===== src/rtl/logic_unit_arbiter.sv =====
// Round-robin arbiter sharing one logic_unit among NUM_REQ requesters.
// One operation in flight; operands and result are registered.

module logic_unit #(
  parameter int DATA_WIDTH = 8
) (
  input  logic [DATA_WIDTH-1:0] a,
  input  logic [DATA_WIDTH-1:0] b,
  input  logic [2:0]            op,
  output logic [DATA_WIDTH-1:0] y
);

  always_comb begin
    y = '0;
    case (op)
      3'd0:    y = a & b;
      3'd1:    y = a | b;
      3'd2:    y = a ^ b;
      3'd3:    y = ~a;
      3'd4:    y = ~(a & b);
      3'd5:    y = ~(a | b);
      3'd6:    y = ~(a ^ b);
      default: y = '0;
    endcase
  end

endmodule

module logic_unit_arbiter #(
  parameter int DATA_WIDTH = 8,
  parameter int NUM_REQ    = 4
) (
  input  logic                          clk,
  input  logic                          rst_n,
  input  logic [NUM_REQ-1:0]            req_valid,
  output logic [NUM_REQ-1:0]            req_ready,
  input  logic [NUM_REQ*DATA_WIDTH-1:0] req_a,
  input  logic [NUM_REQ*DATA_WIDTH-1:0] req_b,
  input  logic [NUM_REQ*3-1:0]          req_op,
  output logic [NUM_REQ-1:0]            rsp_valid,
  input  logic [NUM_REQ-1:0]            rsp_ready,
  output logic [DATA_WIDTH-1:0]         rsp_data,
  output logic                          rsp_err,
  output logic                          busy
);

  localparam int PW = (NUM_REQ > 1) ? $clog2(NUM_REQ) : 1;

  typedef enum logic [1:0] {
    IDLE = 2'd0,
    EXEC = 2'd1,
    RESP = 2'd2
  } state_t;

  state_t                state, state_next;
  logic [PW-1:0]         rr_ptr;
  logic [PW-1:0]         grant;
  logic [PW-1:0]         ptr_next;
  logic [DATA_WIDTH-1:0] op_a;
  logic [DATA_WIDTH-1:0] op_b;
  logic [2:0]            op_code;
  logic [DATA_WIDTH-1:0] unit_y;

  logic                  win_found;
  logic [PW-1:0]         win_idx;
  logic [DATA_WIDTH-1:0] win_a;
  logic [DATA_WIDTH-1:0] win_b;
  logic [2:0]            win_op;

  logic_unit #(
    .DATA_WIDTH(DATA_WIDTH)
  ) u_logic_unit (
    .a  (op_a),
    .b  (op_b),
    .op (op_code),
    .y  (unit_y)
  );

  // Search from rr_ptr upward with wrap; the first valid requester wins.
  always_comb begin
    int unsigned idx;
    logic [PW-1:0] idx_w;
    win_found = 1'b0;
    win_idx   = '0;
    idx       = 0;
    idx_w     = '0;
    for (int unsigned k = 0; k < NUM_REQ; k++) begin
      idx   = (int'(rr_ptr) + k) % NUM_REQ;
      idx_w = PW'(idx);
      if (!win_found && req_valid[idx_w]) begin
        win_found = 1'b1;
        win_idx   = idx_w;
      end
    end
  end

  assign win_a  = req_a[win_idx*DATA_WIDTH +: DATA_WIDTH];
  assign win_b  = req_b[win_idx*DATA_WIDTH +: DATA_WIDTH];
  assign win_op = req_op[win_idx*3 +: 3];

  assign ptr_next = (grant == PW'(NUM_REQ - 1)) ? '0 : grant + 1'b1;

  always_comb begin
    state_next = state;
    case (state)
      IDLE:    if (win_found) state_next = EXEC;
      EXEC:    state_next = RESP;
      RESP:    if (rsp_ready[grant]) state_next = IDLE;
      default: state_next = IDLE;
    endcase
  end

  always_comb begin
    req_ready = '0;
    rsp_valid = '0;
    if (state == IDLE && win_found && rst_n) req_ready[win_idx] = 1'b1;
    if (state == RESP) rsp_valid[grant] = 1'b1;
  end

  assign busy = (state != IDLE);

  always_ff @(posedge clk or negedge rst_n) begin
    if (!rst_n) begin
      state    <= IDLE;
      rr_ptr   <= '0;
      grant    <= '0;
      op_a     <= '0;
      op_b     <= '0;
      op_code  <= '0;
      rsp_data <= '0;
      rsp_err  <= 1'b0;
    end else begin
      state <= state_next;
      case (state)
        IDLE: begin
          if (win_found) begin
            grant   <= win_idx;
            op_a    <= win_a;
            op_b    <= win_b;
            op_code <= win_op;
          end
        end
        EXEC: begin
          rsp_data <= (op_code == 3'b111) ? '0 : unit_y;
          rsp_err  <= (op_code == 3'b111);
        end
        RESP: begin
          if (rsp_ready[grant]) rr_ptr <= ptr_next;
        end
        default: ;
      endcase
    end
  end

endmodule

===== config.mk =====
export PLATFORM = sky130hd
export DESIGN_NAME = logic_unit_arbiter
export DESIGN_NICKNAME = d
export VERILOG_FILES = /design/src/rtl/logic_unit_arbiter.sv
export SDC_FILE = /design/constraint.sdc
export NUM_CORES = 1
export LEC_CHECK = 0
export CAP_MARGIN = 20
export CORE_MARGIN = 2
export CORE_UTILIZATION = 45
export CTS_BUF_LIST = sky130_fd_sc_hd__clkbuf_4
export DETAILED_ROUTE_END_ITERATION = 10
export GPL_TIMING_DRIVEN = 0
export PLACE_DENSITY = 0.83
export SETUP_SLACK_MARGIN = 0.3
export SLEW_MARGIN = 5
export SYNTH_ARGS = -nofsm -noshare
export SYNTH_HDL_FRONTEND = slang
export SYNTH_SLANG_ARGS = --single-unit
export TNS_END_PERCENT = 10

===== constraint.sdc =====
create_clock -name clk -period 2.5 [get_ports clk]
set_clock_uncertainty 0.15 [all_clocks]
set_input_delay 0.5 -clock clk [delete_from_list [all_inputs] [get_ports clk]]
set_output_delay 0.5 -clock clk [all_outputs]
set_load 0.005 [all_outputs]

==> Word-level counts from Yosys, hierarchy flattened <==
Index checks and enable logic that the tools add are counted.
{ "totals": {"register_bits": 34, "input_bits": 86, "out_inout_bits": 18, "wordCells": 89} }
{ "op_classes": {"add_sub_neg": 4, "mul": 1, "magnitude_cmp": 8, "eq_ne": 12, "shift": 3, "muxes": 30, "bitwise_logic": 7, "reduce_logical": 16} }
{ "op_table": {"columns": ["operator", "count"], "rows": [
  ["$shiftx 32x6->8", 2],
  ["$pmux 8 s7", 1],
  ["$not 8->8", 4],
  ["$lt 2x3->1 const B", 6],
  ["$mux 2", 7],
  ["$eq 3x3->1 const B", 4],
  ["$shiftx 12x5->3", 1],
  ["$mux 1", 11],
  ["$bmux 1 s2", 5],
  ["$and 8x8->8", 1],
  ["$mux 4", 2],
  ["$mux 8", 1],
  ["$or 8x8->8", 1],
  ["$xor 8x8->8", 1],
  ["$logic_and 1x1->1", 7],
  ["$eq 3x2->1 const B", 2],
  ["$pmux 2 s3", 1],
  ["$reduce_and 2->1", 3],
  ["$add 2x1->2 const B", 2],
  ["$add 2x2->2 const B", 2],
  ["$demux 1 s2", 2],
  ["$eq 2x2->1 const B", 2],
  ["$ge 2x1->1 const B", 2],
  ["$mul 2x2->4 const B", 1],
  ["other kinds (7)", 10]
]} }

==> Logic depth before layout (Yosys ltp) <==
Gate-level depths: netlist (run 1).
{ "depth": {"depth_word": 17, "mapped_depth": 7, "ltp_nobuf": 7} }

==> Cells and area by module <==
A second synthesis (run 1) with hierarchy kept.
{ "unflattened": {"cells_unflattened": 337, "area_unflattened_um2": 3047.9} }
{ "modules_own_cells": {"columns": ["mod", "instances", "cells_per_inst", "area_per_inst_um2", "seq_area_each_um2"], "rows": [
  ["logic_unit_arbiter", 1, 243, 2284.7, 850.8],
  ["logic_unit", 1, 94, 763.2, 0.0]
]} }

==> Least setup slack after synthesis (run 1) <==
No wires, ideal clock.
{ "synth_path": {"path_kind": "register to output", "startpoint": "register rr_ptr[0]", "endpoint": "output port req_ready[2]", "t_arrival_ps": 1315, "t_required_ps": 1850, "slack_ps": 535, "path_stages_with_launch": 6, "cell_sequence": "dfrtp_1 buf_6 a211oi_1 o31a_1 clkbuf_1 and3_1"} }
{ "synth_via": {"elab_chain_cells": 17, "word_cells_on_any_way": 33} }
{ "synth_rtl": {"columns": ["item", "line_no", "source"], "rows": [
  ["from (decl)", "56", "logic [PW-1:0] rr_ptr;"],
  ["from (signal assigned)", "148", "if (rsp_ready[grant]) rr_ptr <= ptr_next;"],
  ["parallel branches: the longest is 16 deep, another holds $lt 2x3->1", null, null],
  ["$mux 4 (*)", "116", "if (state == IDLE && win_found && rst_n) req_ready[win_idx] = 1'b1;"],
  ["to (decl)", "36", "output logic [NUM_REQ-1:0] req_ready,"]
]} }
Mark *: on every way between the ends. The select of a mux whose other input is x is not followed.

==> Worst setup path in the final report (run 1) <==
{ "layout_path": {"startpoint": "input port req_valid[1]", "endpoint": "output port req_ready[3]"} }
{ "layout_via": {"elab_chain_cells": 17, "word_cells_on_any_way": 30} }
{ "layout_rtl": {"columns": ["item", "line_no", "source"], "rows": [
  ["from (decl)", "35", "input logic [NUM_REQ-1:0] req_valid,"],
  ["$bmux 1 s2", "90", "if (!win_found && req_valid[idx_w]) begin"],
  ["$mux 1 (implied by the code)", "90", null],
  ["$mux 1", "90", null],
  ["$logic_not 1->1", "90", null],
  ["$logic_and 1x1->1", "90", null],
  ["$mux 1", "90", null],
  ["$logic_not 1->1", "90", null],
  ["$logic_and 1x1->1", "90", null],
  ["$mux 1", "90", null],
  ["$logic_not 1->1", "90", null],
  ["$logic_and 1x1->1", "90", null],
  ["$mux 2", "90", null],
  ["$lt 2x3->1 (implied by the code) or $ge 2x1->1 (tied branches)", "116", null],
  ["$logic_and 1x1->1 (implied by the code)", "116", null],
  ["$mux 1 (implied by the code)", "116", null],
  ["$demux 1 s2", "116", null],
  ["$mux 4 (*)", "116", null]
]} }
Mark *: on every way between the ends. The rest lies on a longest branch, timed or not. The select of a mux whose other input is x is not followed.

==> impl_metrics.yaml, run 1 <==
setup_path:
  setup.worst_path.start_class: "input port"
  critPathCaptureType: "output port"
  worstSetupPathType: "input port to output port"
  crit_fanout: 7
  crit_required_ns: 1.85
  worstPathArrival_ns: 1.77
detailed_routing:
  wire_per_inst_um: 15.4
  drt_iter0_drc: 257
  firstDrtPassIters: 5
  viasPerCell: 5.61
  route.detailed.drc: 0
  wl_mm: 7.56
  ant_nets: 0
  via_count: 2749
clock_network:
  tritoncts: "yes"
  cts.sinks: 34
  clk_pin_slew_ns: 0.10
  cts_buffer_depth: 2
  cts_buffers: 5
  htreeDepth: 2
  hold_buffers: 0
  root_buffer: "clkbuf_4"
  insertion_delay_ns: 0.35
timing:
  max_slew_margin: 0.448
  hold_violations: 0
  min_period_ns: 2.42
  finalWorstSetupSlack_ns: 0.0837
  worst_pin_slew_ns: 0.829
  fmax_mhz: 414
  drv_slew: 0
  post-route-period-util: 0.967
  setup_viol: 0
  grt_setup_unrepaired: "yes"
global_routing:
  grt_overflow_total: 0
  track_usage: 0.251
  grt_pass1_wl_mm: 12.5
  grt_use_met2: 0.428
  met3_usage: 0.0614
  grt_busiest_layer: "met2"
  grt_max_degree: 39
  antenna_found_initial: 0
  grt_pass1_vias: 2731
  use_met1: 0.301
pwr:
  p_seq_frac: 0.270
  power_switching_mw: 1.77
  power_mw: 4.00
  power.leakage_nw: 1.72
  pwr-share-clk: 0.079
  p_comb_frac: 0.651
  switching_share: 0.442
  ir_worst_vdd_uv: 538
  intPower_mw: 2.23
  power.density_nw_per_um2: 1040
logic_synthesis:
  avgSynthCellArea_um2: 8.55
  synth_area_leader_cell: "dfrtp_1"
  synth_top_area_share: 0.336
  synth_area_um2: 2530
  syn_inst: 296
  seq_area_frac_synth: 0.336
  synth_area_leaders: "dfrtp_1 (34%), ha_1 (9.9%), a222oi_1 (7.5%)"
  synth_fp_nets: 402
  ys_types: 39
  ys_ff_latch: 34
  ys_warn_count: 0
placed_design:
  gp_congestion: 0.826
  dp.final_hpwl_mm: 5.60
  port_buffers: 103
  dpl_cell_area_um2: 3650
  pre_cts_ws_ns: -0.757
die:
  fp.dieArea_um2: 6240
  start_util: 0.463
  io_pins: 104
  std_cell_rows: 27
  die_h_um: 79
  die_x_um: 79
  coreArea_um2: 5470
finish:
  fin_nets: 523
  num_antenna_cells: 0
  register_area_um2: 851
  multi_input_area_um2: 1510
  final_area_um2: 3850
  area_growth_pct: 52.0
  nFillCells: 434
  drive_gt1_frac: 0.146
flow_run:
  drv_cap: 0
hold_path:
  hold_class: "input port to async pin"
status:
  status: "finished, final reports clean"
flip-flops by register name (all words and copies together), names as in the netlist:
| signal | cells |
|---|---|
| op_a | 8 |
| rsp_err | 1 |
| grant | 2 |
| op_code | 3 |
| rr_ptr | 2 |
| state | 2 |
| rsp_data | 8 |
| op_b | 8 |
per-layer routing:
layer | part of all wire | vias to the layer above
met1 | 0.41 | 1301
met5 | 0 | -
li1 | - | 1331
met3 | 0.060 | 20
met2 | 0.50 | 97
met4 | 0.026 | 0
Yosys cell counts, drive strengths merged:
cell / count
nor3: 1
a22o: 1
a21o: 2
o211a: 1
o22ai: 2
o221ai: 6
inv: 22
a211oi: 7
o31ai: 1
buf: 16
mux2i: 3
a21boi: 1
o21ai: 8
a21oi: 14
a32o: 3
nor4: 1
nor3b: 1
mux2: 4
mux4: 1
nand2b: 3
o32ai: 1
nand2: 41
a222oi: 19
nand3: 1
dfrtp: 34
ha: 20
clkbuf: 8
or2: 2
a31oi: 20
a211o: 3
nor2: 28
nor2b: 10
o22a: 1
o31a: 1
and2: 4
and3: 5
cells in the final DEF (no fill, tap or decap), drive strengths merged, types with 2 or more instances in the layout:
master,count
clkdlybuf4s50,94
nand2,41
dfrtp,34
buf,31
nor2,28
inv,22
a31oi,20
ha,20
a222oi,19
a21oi,14
clkbuf,14
nor2b,10
o21ai,8
a211oi,7
o221ai,6
and3,5
clkdlybuf4s15,5
and2,4
mux2,4
mux2i,3
a211o,3
a32o,3
nand2b,3
a21o,2
o22ai,2
or2,2
clkinv,2
critical path, stage by stage:
cell             delay (ns)
clkdlybuf4s15_1        0.38
inv_1                  0.12
a21o_1                 0.21
and3_4                 0.18
buf_6                  0.11
and3_1                 0.14
buf_2                  0.12
power by group through the flow:
stage / clock, mW / sequential (mW) / combinational, mW
2_1_floorplan: 0 / 1.01 / 1.67
3_3_place_gp: 0 / 1.07 / 2.34
3_5_place_dp: 0 / 1.08 / 2.43
4_1_cts: 0.317 / 1.07 / 2.59
5_1_grt: 0.345 / 1.11 / 2.93
6_report: 0.318 / 1.08 / 2.60
path summary, 6_finish.rpt:
kind	start	endpoint	slack (ns)	depth (start not counted)
max in group asynchronous	rst_n	op_b[2]	1.59	1
min	rst_n	op_a[6]	0.09	1
min reg2reg	rsp_data[6]	rsp_data[6]	0.33	2
max	req_valid[1]	req_ready[3]	0.08	7
min in group clk	rsp_data[6]	rsp_data[6]	0.33	2
max reg2reg	rr_ptr[0]	op_code[2]	0.36	9
through the flow:
stage / TNS (ns) / hold WS, ns / util / std cells
5_1_grt: 0 / 0.132 / 0.703 / 490
3_3_place_gp: -7.31 / 0.310 / 0.667 / 471
6_report: 0 / 0.0873 / 0.703 / 490
2_1_floorplan: 0 / 0.0544 / - / 296
4_1_cts: 0 / 0.116 / 0.702 / 489
3_5_place_dp: -3.00 / 0.314 / 0.666 / 471
what timing repair did:
action | in CTS | in global routing
endpoints found under the setup margin | 12 | 10
pin swaps | 7 | 1
buffers inserted | 10 | 1
resized for setup | 47 | 1
cells by family (layout without fill, tap and decap cells):
group | Yosys count | in the layout | share of synthesized area
simple gates | 97 | 97 | 0.176
compound gates | 91 | 91 | 0.267
buf+inv | 46 | 168 | 0.0835
flops | 34 | 34 | 0.336
fa+ha+maj | 20 | 20 | 0.0989
mux | 8 | 8 | 0.0386
layout make-up:
cell class | instances | share of cell area
clock buffer | 6 | 0.0117
buffer | 24 | 0.0426
clock inverter | 2 | 0.00228
multi-input combinational | 216 | 0.391
sequential | 34 | 0.221
tap | 72 | 0.0234
timing repair buffer | 114 | 0.286
inverter | 22 | 0.0215
Note: power is estimated with default switching activity, not from simulation.
==> run 2, diff against run 1 <==
--- a/config.mk
+++ b/config.mk
@@ -6,15 +6,15 @@
 export NUM_CORES = 1
 export LEC_CHECK = 0
 export CAP_MARGIN = 20
-export CORE_MARGIN = 2
-export CORE_UTILIZATION = 45
+export CORE_UTILIZATION = 42
 export CTS_BUF_LIST = sky130_fd_sc_hd__clkbuf_4
 export DETAILED_ROUTE_END_ITERATION = 10
 export GPL_TIMING_DRIVEN = 0
-export PLACE_DENSITY = 0.83
+export PLACE_DENSITY = 0.75
 export SETUP_SLACK_MARGIN = 0.3
 export SLEW_MARGIN = 5
 export SYNTH_ARGS = -nofsm -noshare
 export SYNTH_HDL_FRONTEND = slang
+export SYNTH_HIERARCHICAL = 1
 export SYNTH_SLANG_ARGS = --single-unit
 export TNS_END_PERCENT = 10
==> run 2 against run 1 <==
Against the previous run:
- combinational power rose by 29%
- clock power fell by 6.9%
- global-route usage fell by 0.46 points
- critical path depth fell by 1
- routed wire length rose by 18%
- synthesized cell count rose by 14%
- core utilization fell by 6.6 points
- area after synthesis rose by 20%
- sequential cell count did not move
- sequential share of layout area fell by 2.7 points
- first-iteration DRC count fell by 54%
- die area rose by 22%
==> impl_metrics.yaml, run 2 <==
status:
  status: "finished, final reports clean"
global_routing:
  grt_busiest_layer: "met2"
  grt_overflow_total: 0
  use_met1: 0.312
  met3_usage: 0.0313
  grt_use_met2: 0.418
  grt_pass1_vias: 3100
  track_usage: 0.247
  antenna_found_initial: 0
  grt_max_degree: 38
  grt_pass1_wl_mm: 14.7
timing:
  post-route-period-util: 0.994
  min_period_ns: 2.48
  setup_viol: 0
  fin_setup_tns_ns: 0
  max_slew_margin: 0.478
  grt_setup_unrepaired: "yes"
  hold_violations: 0
  fmax_mhz: 402
  finalWorstSetupSlack_ns: 0.0153
  worst_pin_slew_ns: 0.782
  drv_slew: 0
logic_synthesis:
  synth_common_cells: "dfrtp_1 (34), inv_1 (25), nor2_1 (24)"
  synth-main-ff-cell: "dfrtp_1"
  synth_most_common_cell: "dfrtp_1"
  ys_types: 50
  seq_area_frac_synth: 0.279
  synth_area_leader_cell: "dfrtp_1"
  async_flop_share: 1.00
  synth_area_leaders: "dfrtp_1 (28%), ha_1 (8.2%), a22oi_2 (7.8%)"
  syn_inst: 337
  synth_area_um2: 3050
  synth-edff-count: 0
  ys_warn_count: 6
  synth_top_area_share: 0.279
  synth_fp_nets: 443
  ys_ff_latch: 34
  avgSynthCellArea_um2: 9.04
die:
  std_cell_rows: 30
  fp.dieArea_um2: 7600
  die_x_um: 87.2
  coreArea_um2: 6910
  die_h_um: 87.2
  start_util: 0.441
  io_pins: 104
setup_path:
  critPathCaptureType: "output port"
  crit_required_ns: 1.85
  setup.worst_path.start_class: "flop"
  crit_fanout: 3
  worstSetupPathType: "flop to output port"
  worstPathArrival_ns: 1.83
finish:
  fin_nets: 568
  final_cells: 559
  drive_gt1_frac: 0.197
  area_growth_pct: 44.4
  nFillCells: 609
  num_antenna_cells: 0
  final_common_cell: "clkdlybuf4s50_1"
  register_area_um2: 853
  multi_input_area_um2: 1900
  reg_top3: "op_a x8, op_b x8, rsp_data x8"
  final_area_um2: 4400
  final_cell_mix: "clkdlybuf4s50_1 (92), dfrtp_1 (32), nor2_1 (24)"
pwr:
  switching_share: 0.443
  power.density_nw_per_um2: 1080
  intPower_mw: 2.64
  ir_worst_vdd_uv: 617
  pwr-share-clk: 0.062
  power_switching_mw: 2.10
  p_seq_frac: 0.231
  p_comb_frac: 0.707
  power.leakage_nw: 1.94
detailed_routing:
  viasPerCell: 5.52
  ant_nets: 0
  route.detailed.drc: 0
  drt_iter0_drc: 117
  via_count: 3086
  wl_mm: 8.90
  wire_per_inst_um: 15.9
  firstDrtPassIters: 4
clock_network:
  cts.sinks: 34
  clk_pin_slew_ns: 0.11
  cts_buffer_depth: 2
  htreeDepth: 2
  root_buffer: "clkbuf_4"
  tritoncts: "yes"
  cts_buffers: 5
  insertion_delay_ns: 0.34
placed_design:
  dp.final_hpwl_mm: 6.78
  pre_cts_ws_ns: -0.746
  placedCellCount: 534
  gp_congestion: 0.862
  port_buffers: 101
  dpl_cell_area_um2: 4170
flow_run:
  drv_cap: 0
hold_path:
  hold_class: "input port to async pin"
==> run 2: cell count changes after synthesis, sizes merged, moves of 6 or more <==
cell | before | now
a21oi | 14 | 23
a22o | 1 | 8
nor2b | 10 | 4
a222oi | 19 | 0
xor2 | 0 | 6
nand2 | 41 | 8
o211ai | 0 | 20
and3 | 5 | 21
buf | 16 | 22
xnor2 | 0 | 10
a22oi | 0 | 19
==> run 2: metal layers <==
metal  vias up  routed length, um
met2       123               4250
met1      1446               3820
met4         0                332
met3        30                498
met5         -                  0
li1       1487                  -
==> run 2: power groups by stage <==
| stage | Clock [mW] | Combinational, mW | Sequential (mW) |
|---|---|---|---|
| after floorplan | 0 | 2.24 | 1.03 |
| after global placement | 0 | 2.95 | 1.10 |
| after CTS | 0.304 | 3.29 | 1.10 |
| after detailed placement | 0 | 3.04 | 1.11 |
| final | 0.296 | 3.35 | 1.09 |
| after global routing | 0.325 | 3.68 | 1.14 |
==> run 2: repair_timing <==
action	4_1_cts	5_1_grt
hold buffers	0	0
endpoints found under the setup margin	8	8
resized for setup	28	17
buffers inserted	16	1
pin swaps	6	6
==> run 2: final cells by class <==
type | count | share of cell area
flip-flops and latches | 34 | 0.194
well taps | 96 | 0.0273
repair buffers | 118 | 0.256
inverters | 26 | 0.0222
clock buffers | 5 | 0.00853
plain buffers | 31 | 0.0563
clock inverters | 3 | 0.00370
multi-input cells | 246 | 0.432
==> run 2: metrics by stage <==
stage	utilization	total power, mW	hold WS [ns]
CTS	0.634	4.69	0.0940
detailed placement	0.604	4.16	0.345
finish	0.637	4.74	0.0750
floorplan	-	3.26	0.0544
global route	0.637	5.15	0.136
global placement	0.605	4.05	0.337
==> run 2: logic make-up (layout without fill, tap and decap cells) <==
| group | count (synthesis) | after routing | synth area share |
|---|---|---|---|
| AOI/OAI and AO/OA | 126 | 126 | 0.321 |
| xor gates and xnor gates | 16 | 16 | 0.0460 |
| muxes | 6 | 6 | 0.0242 |
| and+or+nand+nor | 78 | 78 | 0.142 |
| adders and majority gates | 20 | 20 | 0.0821 |
| buffers and inverters | 57 | 183 | 0.105 |
| DFF | 34 | 34 | 0.279 |
==> run 2: worst max-delay path: stages (launching register included) <==
cell and delay (ns):
dfrtp_1 0.44, buf_6 0.14, a21o_1 0.17, a221oi_4 0.33
buf_6 0.15, and3_4 0.17, buf_6 0.09
==> run 2: path summary, 6_finish.rpt <==
kind                                   from            to  slack (ns)  cells after the start
worst max-delay path              rr_ptr[1]  req_ready[1]        0.02                      6
min in group clk                rsp_data[3]   rsp_data[3]        0.36                      1
worst min-delay path                  rst_n       op_a[7]        0.07                      1
max in group asynchronous             rst_n      grant[0]        1.58                      1
worst min register to register  rsp_data[3]   rsp_data[3]        0.36                      1
worst max register to register     state[0]       op_a[3]        0.54                      8
